$ cat config.mk
export PLATFORM = sky130hd
export DESIGN_NAME = matrix_writer
export DESIGN_NICKNAME = d
export VERILOG_FILES = /design/src/rtl/matrix_writer.sv
export SDC_FILE = /design/constraint.sdc
export NUM_CORES = 1
export LEC_CHECK = 0
export BUFFER_PORTS_ARGS = -buffer_cell sky130_fd_sc_hd__buf_2
export CORE_MARGIN = 2
export CORE_UTILIZATION = 40
export DETAILED_ROUTE_END_ITERATION = 8
export PLACE_DENSITY = 0.64
export SYNTH_ARGS = -nofsm -noshare
export SYNTH_HDL_FRONTEND = slang
export SYNTH_SLANG_ARGS = --single-unit
$ cat constraint.sdc
create_clock -name clk -period 2.3 [get_ports clk]
set_clock_uncertainty 0.05 [all_clocks]
set_input_delay 0.46 -clock clk [delete_from_list [all_inputs] [get_ports clk]]
set_output_delay 0.46 -clock clk [all_outputs]
set_load 0.1 [all_outputs]
$ cat src/rtl/matrix_writer.sv
// matrix_writer
//   Stores one matrix into a fixed-size slot of the shared matrix BRAM.
//   Slot layout (base = matrix_id * BLOCK_SIZE, truncated to ADDR_WIDTH):
//     base+0 = {rows, cols, 16'h0000}
//     base+1 = name[63:32]
//     base+2 = name[31:0]
//     base+3 + r*cols + c = element (r, c), row-major
//   The header is taken in the single start cycle and three metadata words
//   are written. Elements then arrive over a valid/ready stream, and each one
//   is written to BRAM in the cycle it is accepted.
//
// Optional feature macro: MATRIX_WRITER_BOUNDS_CHECK_EN
//   When defined, a start is rejected (error pulse, no writes) if the
//   element count does not fit the slot or the slot does not fit the BRAM.
//   When undefined, error is tied low and addresses wrap modulo 2**ADDR_WIDTH.
//
// Ports
//   clk, rst_n            clock, asynchronous active-low reset
//   start, abort          request (sampled in IDLE) / return-to-IDLE
//   matrix_id, rows,      header, sampled with start
//   cols, name
//   data_in, data_valid   element stream in
//   data_ready            high in WR_DATA
//   busy, done, error     status (done/error are one-cycle pulses)
//   bram_we, bram_addr,   BRAM write port; addr/din are 0 outside writes
//   bram_din
module matrix_writer #(
  parameter int BLOCK_SIZE = 1152,
  parameter int ADDR_WIDTH = 14
) (
  input  logic                  clk,
  input  logic                  rst_n,
  input  logic                  start,
  input  logic                  abort,
  input  logic [2:0]            matrix_id,
  input  logic [7:0]            rows,
  input  logic [7:0]            cols,
  input  logic [63:0]           name,
  input  logic [31:0]           data_in,
  input  logic                  data_valid,
  output logic                  data_ready,
  output logic                  busy,
  output logic                  done,
  output logic                  error,
  output logic                  bram_we,
  output logic [ADDR_WIDTH-1:0] bram_addr,
  output logic [31:0]           bram_din
);

  typedef enum logic [2:0] {
    IDLE,
    WR_META_0,
    WR_META_1,
    WR_META_2,
    WR_DATA,
    DONE_STATE,
    ERR_STATE
  } state_t;

  state_t                state, state_nxt;
  logic [2:0]            id_q;
  logic [7:0]            rows_q;
  logic [7:0]            cols_q;
  logic [63:0]           name_q;
  logic [7:0]            row_cnt;
  logic [7:0]            col_cnt;
  logic [ADDR_WIDTH-1:0] cur_addr;
  logic [31:0]           base_full;
  logic [ADDR_WIDTH-1:0] base;
  logic                  reject;
  logic                  col_last;
  logic                  row_last;

  // Slot base from the latched ID; the product is truncated to the BRAM width.
  assign base_full = 32'(id_q) * 32'(BLOCK_SIZE);
  assign base      = base_full[ADDR_WIDTH-1:0];

  assign col_last = (col_cnt == cols_q - 8'd1);
  assign row_last = (row_cnt == rows_q - 8'd1);

`ifdef MATRIX_WRITER_BOUNDS_CHECK_EN
  logic [15:0] req_elems;
  logic [63:0] req_end;

  // Checked against the live request inputs, since the decision is made
  // in the same cycle that start is sampled.
  assign req_elems = 16'(rows) * 16'(cols);
  assign req_end   = 64'(matrix_id) * 64'(BLOCK_SIZE) + 64'(BLOCK_SIZE);
  assign reject    = (32'(req_elems) > 32'(BLOCK_SIZE - 3)) ||
                     (req_end > (64'd1 << ADDR_WIDTH));
  assign error     = (state == ERR_STATE) && !abort;
`else
  assign reject    = 1'b0;
  assign error     = 1'b0;
`endif

  always_comb begin
    state_nxt  = state;
    data_ready = 1'b0;
    busy       = (state != IDLE);
    done       = 1'b0;
    bram_we    = 1'b0;
    bram_addr  = '0;
    bram_din   = '0;
    unique case (state)
      IDLE: begin
        if (start) state_nxt = reject ? ERR_STATE : WR_META_0;
      end
      WR_META_0: begin
        bram_we   = 1'b1;
        bram_addr = base;
        bram_din  = {rows_q, cols_q, 16'h0000};
        state_nxt = WR_META_1;
      end
      WR_META_1: begin
        bram_we   = 1'b1;
        bram_addr = base + ADDR_WIDTH'(1);
        bram_din  = name_q[63:32];
        state_nxt = WR_META_2;
      end
      WR_META_2: begin
        bram_we   = 1'b1;
        bram_addr = base + ADDR_WIDTH'(2);
        bram_din  = name_q[31:0];
        // Empty matrices still get a header but accept no elements.
        state_nxt = (rows_q == 8'd0 || cols_q == 8'd0) ? DONE_STATE : WR_DATA;
      end
      WR_DATA: begin
        data_ready = 1'b1;
        if (data_valid) begin
          bram_we   = 1'b1;
          bram_addr = cur_addr;
          bram_din  = data_in;
          if (row_last && col_last) state_nxt = DONE_STATE;
        end
      end
      DONE_STATE: begin
        done      = 1'b1;
        state_nxt = IDLE;
      end
      ERR_STATE: begin
        state_nxt = IDLE;
      end
      default: begin
        state_nxt = IDLE;
      end
    endcase
    // Abort wins over everything: no write and no pulse this cycle.
    if (abort) begin
      state_nxt = IDLE;
      bram_we   = 1'b0;
      bram_addr = '0;
      bram_din  = '0;
      done      = 1'b0;
    end
  end

  always_ff @(posedge clk or negedge rst_n) begin
    if (!rst_n) begin
      state    <= IDLE;
      id_q     <= '0;
      rows_q   <= '0;
      cols_q   <= '0;
      name_q   <= '0;
      row_cnt  <= '0;
      col_cnt  <= '0;
      cur_addr <= '0;
    end else begin
      state <= state_nxt;
      if (state == IDLE && start) begin
        id_q   <= matrix_id;
        rows_q <= rows;
        cols_q <= cols;
        name_q <= name;
      end
      if (state == WR_META_2) begin
        row_cnt  <= '0;
        col_cnt  <= '0;
        cur_addr <= base + ADDR_WIDTH'(3);
      end
      if (state == WR_DATA && data_valid && !abort) begin
        cur_addr <= cur_addr + ADDR_WIDTH'(1);
        if (col_last) begin
          col_cnt <= '0;
          row_cnt <= row_cnt + 8'd1;
        end else begin
          col_cnt <= col_cnt + 8'd1;
        end
      end
    end
  end

endmodule

## After elaboration in Yosys (flattened, before gate mapping)

Cells that the tools add are included.

- Add/subtract/negate cells: 8
- Multipliers: 1
- Divide/modulo/power cells: 0
- $lt $le $gt $ge: 0
- Equality and inequality tests: 10
- Shifts and indexed selects: 0
- Muxes and demuxes: 26
- Bitwise logic cells: 0
- Reduce and logical (&&, ||, !) cells: 13

Operators with widths:

| operator | count |
|---|---|
| case mux 32 bit (4 select lines) | 1 |
| 2-to-1 mux 32 bit | 2 |
| 2-to-1 mux 14 bit | 4 |
| case mux 14 bit (4 select lines) | 1 |
| 2-to-1 mux 8 bit | 6 |
| adder 14 x 1 -> 14 bit (second input constant) | 2 |
| adder 14 x 2 -> 14 bit (second input constant) | 2 |
| adder 8 x 1 -> 8 bit (second input constant) | 2 |
| equality test 8 bit | 2 |
| zero test 8 bit | 2 |
| subtractor 8 x 1 -> 8 bit (second input constant) | 2 |
| case mux 3 bit (5 select lines) | 1 |
| 2-to-1 mux 3 bit | 4 |
| != test 3 bit (second input constant) | 3 |
| multiplier 3 x 4 -> 7 bit (second input constant) | 1 |
| equality test 3 x 2 -> 1 bit (second input constant) | 2 |
| equality test 3 bit (second input constant) | 2 |
| 2-to-1 mux 1 bit | 6 |
| logical AND 1 bit | 4 |
| equality test 3 x 1 -> 1 bit (second input constant) | 1 |
| zero test 3 bit | 1 |
| AND reduction 3 bit | 1 |
| nonzero test 3 bit | 1 |
| OR reduction 3 bit | 1 |
| 4 further kinds | 4 |

- Flip-flop bits (word level): 116
- Latch bits: 0
- RAM bits: 0
- ROM bits: 0
- Input port bits: 120
- Output and inout port bits: 51
- Logic and storage cells: 66
- Memories kept: 0

## Depth between registers and ports, before layout

Gate-level depths: netlist of the first run.

- Depth in word-level cells: 7
- Depth in mapped cells: 10
- Mapped depth without buffers: 8

## Worst setup path after synthesis of the first run

No wires, ideal clock.

- Path type: register to output
- Start point: register state[0]
- End point: output done
- Arrival time: 4.005 ns
- Required time: 1.790 ns
- Slack: -2.215 ns
- Cell stages (with the launch flop): 5
- Buffers on the path: 3
- Cells stage by stage: dfrtp_1 > clkbuf_1 > clkbuf_1 > clkbuf_1 > nor4bb_1

- Longest elaborated chain between the ends: 3

RTL lines:

| item | RTL line | source |
|---|---|---|
| from (decl) | 60 | `state_t state, state_nxt;` |
| from (signal assigned) | 169 | `state <= state_nxt;` |
| equality test 3 bit | 105 | `unique case (state)` |
| 2-to-1 mux 1 bit | 105 |  |
| 2-to-1 mux 1 bit | 149 | `if (abort) begin` |
| to (decl) | 43 | `output logic done,` |

Every way passes these cells.

## Worst setup path after layout of the first run

- Start point: register state[1]
- End point: output bram_addr[9]

- Longest elaborated chain between the ends: 3
- Elaborated cells between the ends (all ways): 6
- Classes of those cells: eq/ne: 4; mux: 2

RTL lines:

| item | RTL line | source |
|---|---|---|
| equality test 3 bit, or another cell as far along | 105 |  |
| case mux 14 bit (4 select lines) (*) | 105 |  |
| 2-to-1 mux 14 bit (*) | 149 |  |
| to (decl) | 46 | `output logic [ADDR_WIDTH-1:0] bram_addr,` |

Mark *: on every way between the ends. The rest lies on a longest branch, timed or not.

==> results of run 1 <==
-- layout make-up --
cell class / count / share of cell area
flip-flops and latches: 116 / 0.278
well taps: 216 / 0.0258
repair buffers: 251 / 0.250
inverters: 11 / 0.00467
clock buffers: 19 / 0.0433
clock inverters: 13 / 0.0196
multi-input cells: 472 / 0.379
-- synthesized netlist by cell type, types with 11 or more instances --
cell type	count	share of area
clkbuf_1	42	0.025
a22oi_1	16	0.019
nand3_1	16	0.013
dfrtp_1	116	0.46
xnor2_1	12	0.016
a21oi_1	40	0.031
nand2_1	51	0.030
a222oi_1	16	0.025
inv_1	11	0.0065
nor2_1	81	0.048
o21ai_0	38	0.030
mux2_2	89	0.16
-- repair_timing --
item                       4_1_cts  5_1_grt
setup buffers                   18        9
setup endpoints to repair       62       74
gates cloned                     5        6
resized for setup               64       55
pin swaps                       27       58
-- sequential cells by signal, summed over array words and instances (netlist names) --
signal    flops
state         3
name_q       64
rows_q        8
col_cnt       8
cols_q        8
cur_addr     14
row_cnt       8
id_q          3
-- power by group --
group / total, mW / internal (mW) / switching [mW]
Clock: 2.92 / 1.97 / 0.948
Combinational: 3.65 / 1.75 / 1.90
Sequential: 3.15 / 2.61 / 0.533
-- per-layer routing --
metal | global-route usage | up-vias | wire (microns)
met5 | 0 | - | 11
met4 | 0.0923 | 2 | 487
met3 | 0.0586 | 48 | 1080
met2 | 0.420 | 219 | 10900
met1 | 0.312 | 3027 | 8580
li1 | - | 2790 | -
-- worst register-to-register path: stages (launching register included) --
cell       delay, ns
dfrtp_1         0.39
inv_2           0.09
ha_4            0.15
nand2b_4        0.05
or4_4           0.52
a2111oi_4       0.34
o211ai_1        0.18
or2_1           0.29
a32o_1          0.24
-- cell usage in the layout, fill, tap and decap left out, types with 6 or more instances in the layout --
master,count
a21oi_1,13
a21oi_2,19
a21oi_4,8
a222oi_1,16
a22oi_1,11
and2_4,6
and3_1,9
buf_12,67
buf_2,118
buf_4,45
buf_6,13
clkbuf_16,21
dfrtp_1,116
inv_1,7
mux2_2,86
nand2_1,42
nand2_4,9
nand2b_1,8
nand3_1,14
nor2_1,36
nor2_4,40
nor3_1,7
o211ai_1,6
o21ai_0,27
o21ai_1,6
xnor2_1,12
xor2_1,9
-- stage by stage --
stage	util	instances
after floorplan	-	648
after global placement	0.579	1047
after detailed placement	0.579	1047
after CTS	0.654	1099
after global routing	0.665	1098
final	0.665	1098
-- final timing paths --
check	start	cells past startpoint	end	slack (ns)
setup / recovery	state[1]	10	bram_addr[9]	-0.36
hold / removal	rst_n	2	name_q[58]	0.03
setup reg to reg	cols_q[1]	8	col_cnt[1]	-0.13
hold reg to reg	cur_addr[13]	1	cur_addr[13]	0.43
max in group asynchronous	rst_n	2	row_cnt[1]	1.63
min in group clk	rows[1]	3	rows_q[1]	0.21
-- logic make-up after synthesis --
group           after synthesis  synth area share
xor+xnor                     21            0.0289
buf+inv                      60            0.0375
flops                       116             0.456
compound gates              148             0.157
fa+ha+maj                     6            0.0118
mux                          90             0.159
other cells                   1          0.000589
simple gates                206             0.150
==> impl_metrics.toml, run 1 <==
[status]
outcome = "finished with violations"
violations = "setup timing"

[synth]
syn-cell-area_sq_um = 6370
ys.flop_type = "dfrtp_1"
synth_cell_types = 55
synth.net_count = 774
synth_edf_count = 0
postSynthCellCount = 648
yosysSeqAreaShare = 0.456
synth-seq-cells = 116
syn_area_per_cell_sq_um = 9.83
synthArstFlopShare = 1.00
yosys_warnings = 0

[clock_network]
clk_latency_ns = 0.42
ctsHoldBuffers = 0
cts_buffers = 17
numClockSinks = 116
cts_tree = "built"
clk_pin_slew_ns = 0.05
root_buffer = "clkbuf_16"
cts_max_path_buffers = 2
cts-htree-levels = 4

[timing]
rsz0062_at_grt = "yes"
setup_viol = 59
tns_ns = -15.20
relSlewSlack = 0.558
finalHoldViolCount = 0
holdWs_ns = 0.0306
setup_slack_ns = -0.364
report.final.slew_viol_count = 0
period_minus_slack_ns = 2.66
max_freq_mhz = 375
tightest_slew_ns = 0.662
fin_crit_sh = 1.16

[global_route]
antenna_found_initial = 1
grt_use_total = 0.249
grt-ovfl-total = 0
grt_max_degree = 117
first_global_vias = 6319
grt_pass1_wl_microns = 32600

[finish]
diodes = 0
sequential_cell_area_sq_um = 2900
fillers = 1103
multi_input_area_sq_um = 3960
post-route-cell-area_sq_um = 10500
final_nets = 995
area_growth_pct = 64.1
drive_above_1_share = 0.563

[setup_path]
cp.buffers_inverters = 6
crit_slowest_cell = "dfrtp_1"
path_class = "flop to primary output"
crit_top_cell = "buf_6"
required_ns = 1.79
cpPeakStageDelay_ns = 0.39
cp.arrival_ns = 2.15
timing.critical_path.cells = "buf_6 > buf_6 > nor2_4 > nand2_4 > clkinvlp_4 > o21bai_4 > buf_6 > clkbuf_16 > a21oi_4 > buf_12"
cp-end-kind = "primary output"
path_max_fanout = 6
cp-start-kind = "flop"
cpLargestDelayFamily = "buffers and inverters"

[routing]
ant_nets = 0
vias_per_cell = 5.54
first_iter_violations = 560
drcViolationCount = 0
first_pass_iters = 5
detail_route.wl_per_cell_microns = 19.2
finalWirelength_microns = 21100
num_vias = 6086

[die]
rows = 46
chipHeight_microns = 130
ios = 171
design.core.area_sq_um = 15700
die_w_microns = 130
start_util = 0.405
die_area_sq_um = 16900

[hold_path]
hp-class = "input pin to async pin"

[pwr]
power.leakage_nw = 4.35
vdd_drop_max_v = 0.000715
powerDensity_nw_per_um2 = 930
power_mw = 9.72

[placed_design]
dpl_cell_area_sq_um = 9100
numPortBuffers = 169
place_congestion = 0.868
dp_hpwl_microns = 14000
place_ws_ns = -0.338

[flow_run]
max-cap-violations = 0
Note: power is estimated with default switching activity, not from simulation.
==> run 2, diff against run 1 <==
CELL_PAD_IN_SITES_DETAIL_PLACEMENT = 0   (was not set)
CELL_PAD_IN_SITES_GLOBAL_PLACEMENT = 2   (was not set)
CORE_UTILIZATION = 29   (was 40)
PLACE_DENSITY = 0.74   (was 0.64)
==> run 2 against run 1 <==
  * The run still ends with setup timing left
  * Critical path depth down 4
  * Clock power fell by 15%
  * Final cell count grew 8.1%
  * Routed wire length is 8.8% higher
  * Combinational power up 7.1%
  * Sequential power fell by 2%
  * Non-clock buffer count up 23
  * Clock-buffer cell count down 1
  * Core utilization shrank 17 points
  * Die area rose by 37%
  * Power shrank 2.5%
  * Critical endpoint is now bram_din[9]
==> impl_metrics.toml, run 2 (same netlist as run 1, synthesis figures left out) <==
[timing]
report.final.slew_viol_count = 0
fin_crit_sh = 1.16
rsz0062_at_grt = "yes"
tightest_slew_ns = 0.554
max_freq_mhz = 375
holdWs_ns = 0.201
finalHoldViolCount = 0
relSlewSlack = 0.631
setup_viol = 143
tns_ns = -18.13
period_minus_slack_ns = 2.67
setup_slack_ns = -0.369

[die]
design.core.area_sq_um = 21700
die_area_sq_um = 23200
start_util = 0.294
ios = 171
die_w_microns = 152
rows = 54
chipHeight_microns = 152

[setup_path]
r2r_end = "row_cnt[2]"
r2r_slack_ns = -0.13
path_class = "flop to primary output"
cp-end-kind = "primary output"
timing.critical_path.cells = "nor4bb_4 > buf_6 > buf_12 > a222oi_1 > nor2_4 > buf_12"
cp.arrival_ns = 2.16
crit_top_cell = "buf_12"
cp.buffers_inverters = 3
crit_slowest_cell = "a222oi_1"
path_max_fanout = 7
reg2reg_from = "cols_q[1]"
cp-start-kind = "flop"
cpPeakStageDelay_ns = 0.53
required_ns = 1.79
reg2reg_depth = 9
cpLargestDelayFamily = "buffers and inverters"

[hold_path]
min_from = "rows[1]"
whs_path_depth = 3
hp-class = "input pin to flop"
min_to = "rows_q[1]"

[placed_design]
dp_hpwl_microns = 15500
place_ws_ns = -0.155
dpl_cell_area_sq_um = 9120
place_congestion = 0.844
placed_cells = 1110
numPortBuffers = 169

[finish]
fillers = 1969
layout_common_cells = "118 x buf_2, 113 x dfrtp_1, 88 x mux2_2"
post-route-cell-area_sq_um = 10700
drive_above_1_share = 0.580
stdcell_count = 1187
largest_register_ffs = 64
regMostFlops = "name_q"
final_common_cell = "buf_2"
final_nets = 1018
largest_registers = "name_q (64), cur_addr (14)"
area_growth_pct = 68.2

[pwr]
swShare = 0.364
p_switching_mw = 3.45
powerDensity_nw_per_um2 = 885
p_int_mw = 6.03
power.leakage_nw = 4.39
comb_power_share = 0.413
clkPwrFrac = 0.261
pwr-share-seq = 0.326
vdd_drop_max_v = 0.000573

[clock_network]
cts_buffers = 17
clk_latency_ns = 0.42
numClockSinks = 116
cts_max_path_buffers = 2
root_buffer = "clkbuf_16"
cts_tree = "built"
clk_pin_slew_ns = 0.06
cts-htree-levels = 4

[global_route]
grt-ovfl-total = 0
first_global_vias = 6250
grt_max_degree = 51
grt_pass1_wl_microns = 34300
grt_use_total = 0.187
antenna_found_initial = 2

[routing]
first_pass_iters = 5
num_vias = 6113
finalWirelength_microns = 22900
vias_per_cell = 5.15
ant_nets = 0
drcViolationCount = 0
first_iter_violations = 315
detail_route.wl_per_cell_microns = 19.3

[status]
violations = "setup timing"
outcome = "finished with violations"

[flow_run]
max-cap-violations = 0
## run 2: changes by cell type in the layout (fill, tap and decap cells not counted), moves of 4 or more
cell	delta
nand2_4	-6
buf_4	+13
nand2_2	+7
bufinv_16	-4
clkbuf_16	+7
## run 2: power groups by stage
stage,combinational [mW],clock [mW],sequential [mW]
6_report,3.91,2.48,3.09
5_1_grt,4.17,2.61,3.18
3_3_place_gp,3.22,0,3.06
4_1_cts,3.52,2.52,3.07
2_1_floorplan,2.27,0,2.95
3_5_place_dp,3.30,0,3.09
## run 2: repair_timing
action	4_1_cts	5_1_grt
pin swaps	37	31
hold buffers	1	0
setup endpoints to repair	69	121
endpoints found under the hold margin	20	0
buffers inserted	18	9
cloned	6	15
gates resized for setup	66	70
## run 2: worst reg2reg max path, delay by kind of cell (launching register included)
| family | cells | cell delay (ns) |
|---|---|---|
| AOI/OAI and AO/OA | 3 | 0.70 |
| and+or+nand+nor | 2 | 0.57 |
| buffers and inverters | 3 | 0.45 |
| DFF | 1 | 0.38 |
| adders and majority gates | 1 | 0.15 |
## run 2: area by class of cell
class / count / area, sq um / area share
inverter: 11 / 48.8 / 0.00456
multi-input combinational: 472 / 3930 / 0.367
antenna: 2 / 5.00 / 0.000467
timing repair buffer: 274 / 2930 / 0.273
tap: 280 / 350 / 0.0327
clock buffer: 18 / 429 / 0.0401
sequential: 116 / 2910 / 0.271
clock inverter: 14 / 115 / 0.0107
## run 2: metrics by stage
stage,total power [mW],util
floorplan,5.22,-
global placement,6.28,0.421
detailed placement,6.38,0.421
CTS,9.11,0.467
global route,9.95,0.494
finish,9.48,0.494
## run 2: worst max path at each step
stage	to	slack, ns	startpoint	cells after the start
after global routing	bram_addr[12]	-0.44	state[1]	9
after CTS	bram_din[24]	-0.34	state[1]	9
after global placement	bram_din[1]	-0.14	state[1]	5
after floorplan	done	-0.16	state[1]	4
after detailed placement	bram_din[10]	-0.15	state[1]	5
final	bram_din[9]	-0.37	state[2]	6
## run 2: metal layers
layer | wire length [microns] | up-vias | track usage
li1 | - | 2842 | -
met1 | 10200 | 3072 | 0.243
met2 | 11400 | 161 | 0.306
met3 | 820 | 38 | 0.0401
met4 | 614 | 0 | 0.0725
met5 | 0 | - | 0
==> run 3, diff against run 2 <==
CORE_UTILIZATION = 35   (was 29)
PLACE_DENSITY = 0.84   (was 0.74)
clock period = 3.1 ns   (was 2.3 ns; I/O delays follow)
==> run 3 against run 2 <==
  * Register-to-register slack improved by 0.40 ns
  * Final cell count fell by 12%
  * The flow now finishes without violations
  * Critical path type unchanged
  * Worst hold slack barely moved
  * Largest cell class unchanged
==> impl_metrics.toml, run 3 (same netlist as run 1, synthesis figures left out) <==
[setup_path]
reg2reg_from = "cols_q[0]"
cp-start-kind = "flop"
path_max_fanout = 38
timing.critical_path.cells = "nor4bb_4 > buf_12 > nor2b_4 > nand2_1 > inv_1 > buf_12"
r2r_end = "col_cnt[3]"
cp.arrival_ns = 2.26
r2r_slack_ns = 0.27
crit_slowest_cell = "dfrtp_2"
required_ns = 2.43
reg2reg_depth = 8
cp.buffers_inverters = 3
cpLargestDelayFamily = "simple AND/OR/NAND/NOR gates"
crit_top_cell = "buf_12"
path_class = "flop to primary output"
cpPeakStageDelay_ns = 0.51
cp-end-kind = "primary output"

[clock_network]
cts-htree-levels = 4
cts_tree = "built"
root_buffer = "clkbuf_16"
ctsHoldBuffers = 0
clk_pin_slew_ns = 0.06
cts_max_path_buffers = 2
numClockSinks = 116
clk_latency_ns = 0.42
cts_buffers = 17
cts_setup_buffers = 0

[global_route]
grt_max_degree = 76
grt_use_total = 0.203
first_global_vias = 5791
grt-ovfl-total = 0
grt_pass1_wl_microns = 31300
antenna_found_initial = 3

[routing]
detail_route.wl_per_cell_microns = 18.0
num_vias = 5618
ant_nets = 0
vias_per_cell = 5.36
drcViolationCount = 0
first_pass_iters = 5
first_iter_violations = 532
finalWirelength_microns = 18900

[pwr]
powerDensity_nw_per_um2 = 717
swShare = 0.345
p_int_mw = 4.31
vdd_drop_max_v = 0.000401
clkPwrFrac = 0.333
comb_power_share = 0.314
pwr-share-seq = 0.353
power.leakage_nw = 3.76
p_switching_mw = 2.27

[die]
chipHeight_microns = 139
design.core.area_sq_um = 17900
ios = 171
die_area_sq_um = 19300
start_util = 0.356
rows = 49
die_w_microns = 139

[finish]
final_nets = 931
area_growth_pct = 44.0
regMostFlops = "name_q"
largest_register_ffs = 64
final_common_cell = "buf_2"
drive_above_1_share = 0.457
stdcell_count = 1048
fillers = 1660
layout_common_cells = "121 x buf_2, 115 x dfrtp_1, 89 x mux2_2"
largest_registers = "name_q (64), cur_addr (14)"

[placed_design]
place_ws_ns = 0.188
placed_cells = 1015
dp_hpwl_microns = 13800
numPortBuffers = 169
place_congestion = 0.835

[timing]
setup_viol = 0
period_minus_slack_ns = 2.93
holdWs_ns = 0.201
tightest_slew_ns = 0.886
relSlewSlack = 0.407
rsz0062_at_grt = "no"
tns_ns = 0
finalHoldViolCount = 0
fin_crit_sh = 0.946
report.final.slew_viol_count = 0
setup_slack_ns = 0.169
max_freq_mhz = 341

[status]
outcome = "finished, final reports clean"

[hold_path]
hp-class = "input pin to async pin"

[flow_run]
max-cap-violations = 0
run 3: cell types whose count changed in the layout (fill, tap and decap cells not counted), moves of 7 or more:
| cell | before | now |
|---|---|---|
| nor2_1 | 33 | 45 |
| a21oi_2 | 16 | 0 |
| o21ai_0 | 27 | 38 |
| clkbuf_16 | 28 | 17 |
| a21oi_1 | 15 | 34 |
| buf_12 | 64 | 44 |
| buf_4 | 58 | 20 |
| nand2_1 | 41 | 51 |
| nand2_2 | 7 | 0 |
| buf_6 | 15 | 1 |
| nor2_2 | 8 | 1 |
run 3: what timing repair did:
item                                    CTS  global route
resized for setup                        10             4
pin swaps                                 0             1
endpoints found under the setup margin   29             8
hold endpoints to repair                  0             0
run 3: worst register-to-register path: cells and delay by family, from the launching register on:
kind	cells	cell delay [ns]
adder cells (fa/ha/maj)	1	0.23
AO/OA/AOI/OAI	4	1.18
buffers and inverters	1	0.10
AND/OR/NAND/NOR	2	0.72
flip-flops	1	0.40
run 3: power by group through the flow:
stage	Sequential [mW]	Clock, mW	Combinational (mW)
after floorplan	2.18	0	1.60
after global placement	2.32	0	2.02
after detailed placement	2.34	0	2.06
after CTS	2.32	2.22	2.08
after global routing	2.40	2.30	2.25
final	2.32	2.19	2.06
run 3: worst max-delay path by stage:
stage / from / end / slack (ns) / cells past startpoint
final: state[0] / bram_addr[4] / 0.17 / 6
after floorplan: state[1] / bram_din[0] / 0.02 / 7
after detailed placement: data_valid / bram_addr[4] / 0.19 / 7
after global routing: state[2] / bram_din[10] / 0.008 / 6
after CTS: state[0] / bram_addr[4] / 0.05 / 6
after global placement: data_valid / bram_addr[4] / 0.22 / 7
run 3: cell type report:
type                    instances  area (sq um)  share of cell area
clock buffers                  19           453              0.0494
inverters                      11          45.0             0.00491
flip-flops and latches        116          2900               0.317
clock inverters                13           204              0.0222
multi-input cells             472          3620               0.394
diodes                          1          2.50            0.000273
well taps                     229           287              0.0312
repair buffers                187          1660               0.181
run 3: stage by stage:
| step | cell area (sq um) | power [mW] | util |
|---|---|---|---|
| after CTS | 9160 | 6.62 | 0.511 |
| after detailed placement | 8480 | 4.40 | 0.474 |
| final | 9180 | 6.58 | 0.513 |
| after floorplan | 6730 | 3.79 | - |
| after global placement | 8480 | 4.34 | 0.474 |
| after global routing | 9180 | 6.95 | 0.513 |
run 3: per-layer routing:
metal | global-route usage | routed length (microns) | vias to the layer above
met4 | 0.0654 | 303 | 2
met3 | 0.0556 | 1150 | 25
met1 | 0.268 | 8160 | 2748
li1 | - | - | 2663
met5 | 0 | 13 | -
met2 | 0.324 | 9270 | 180
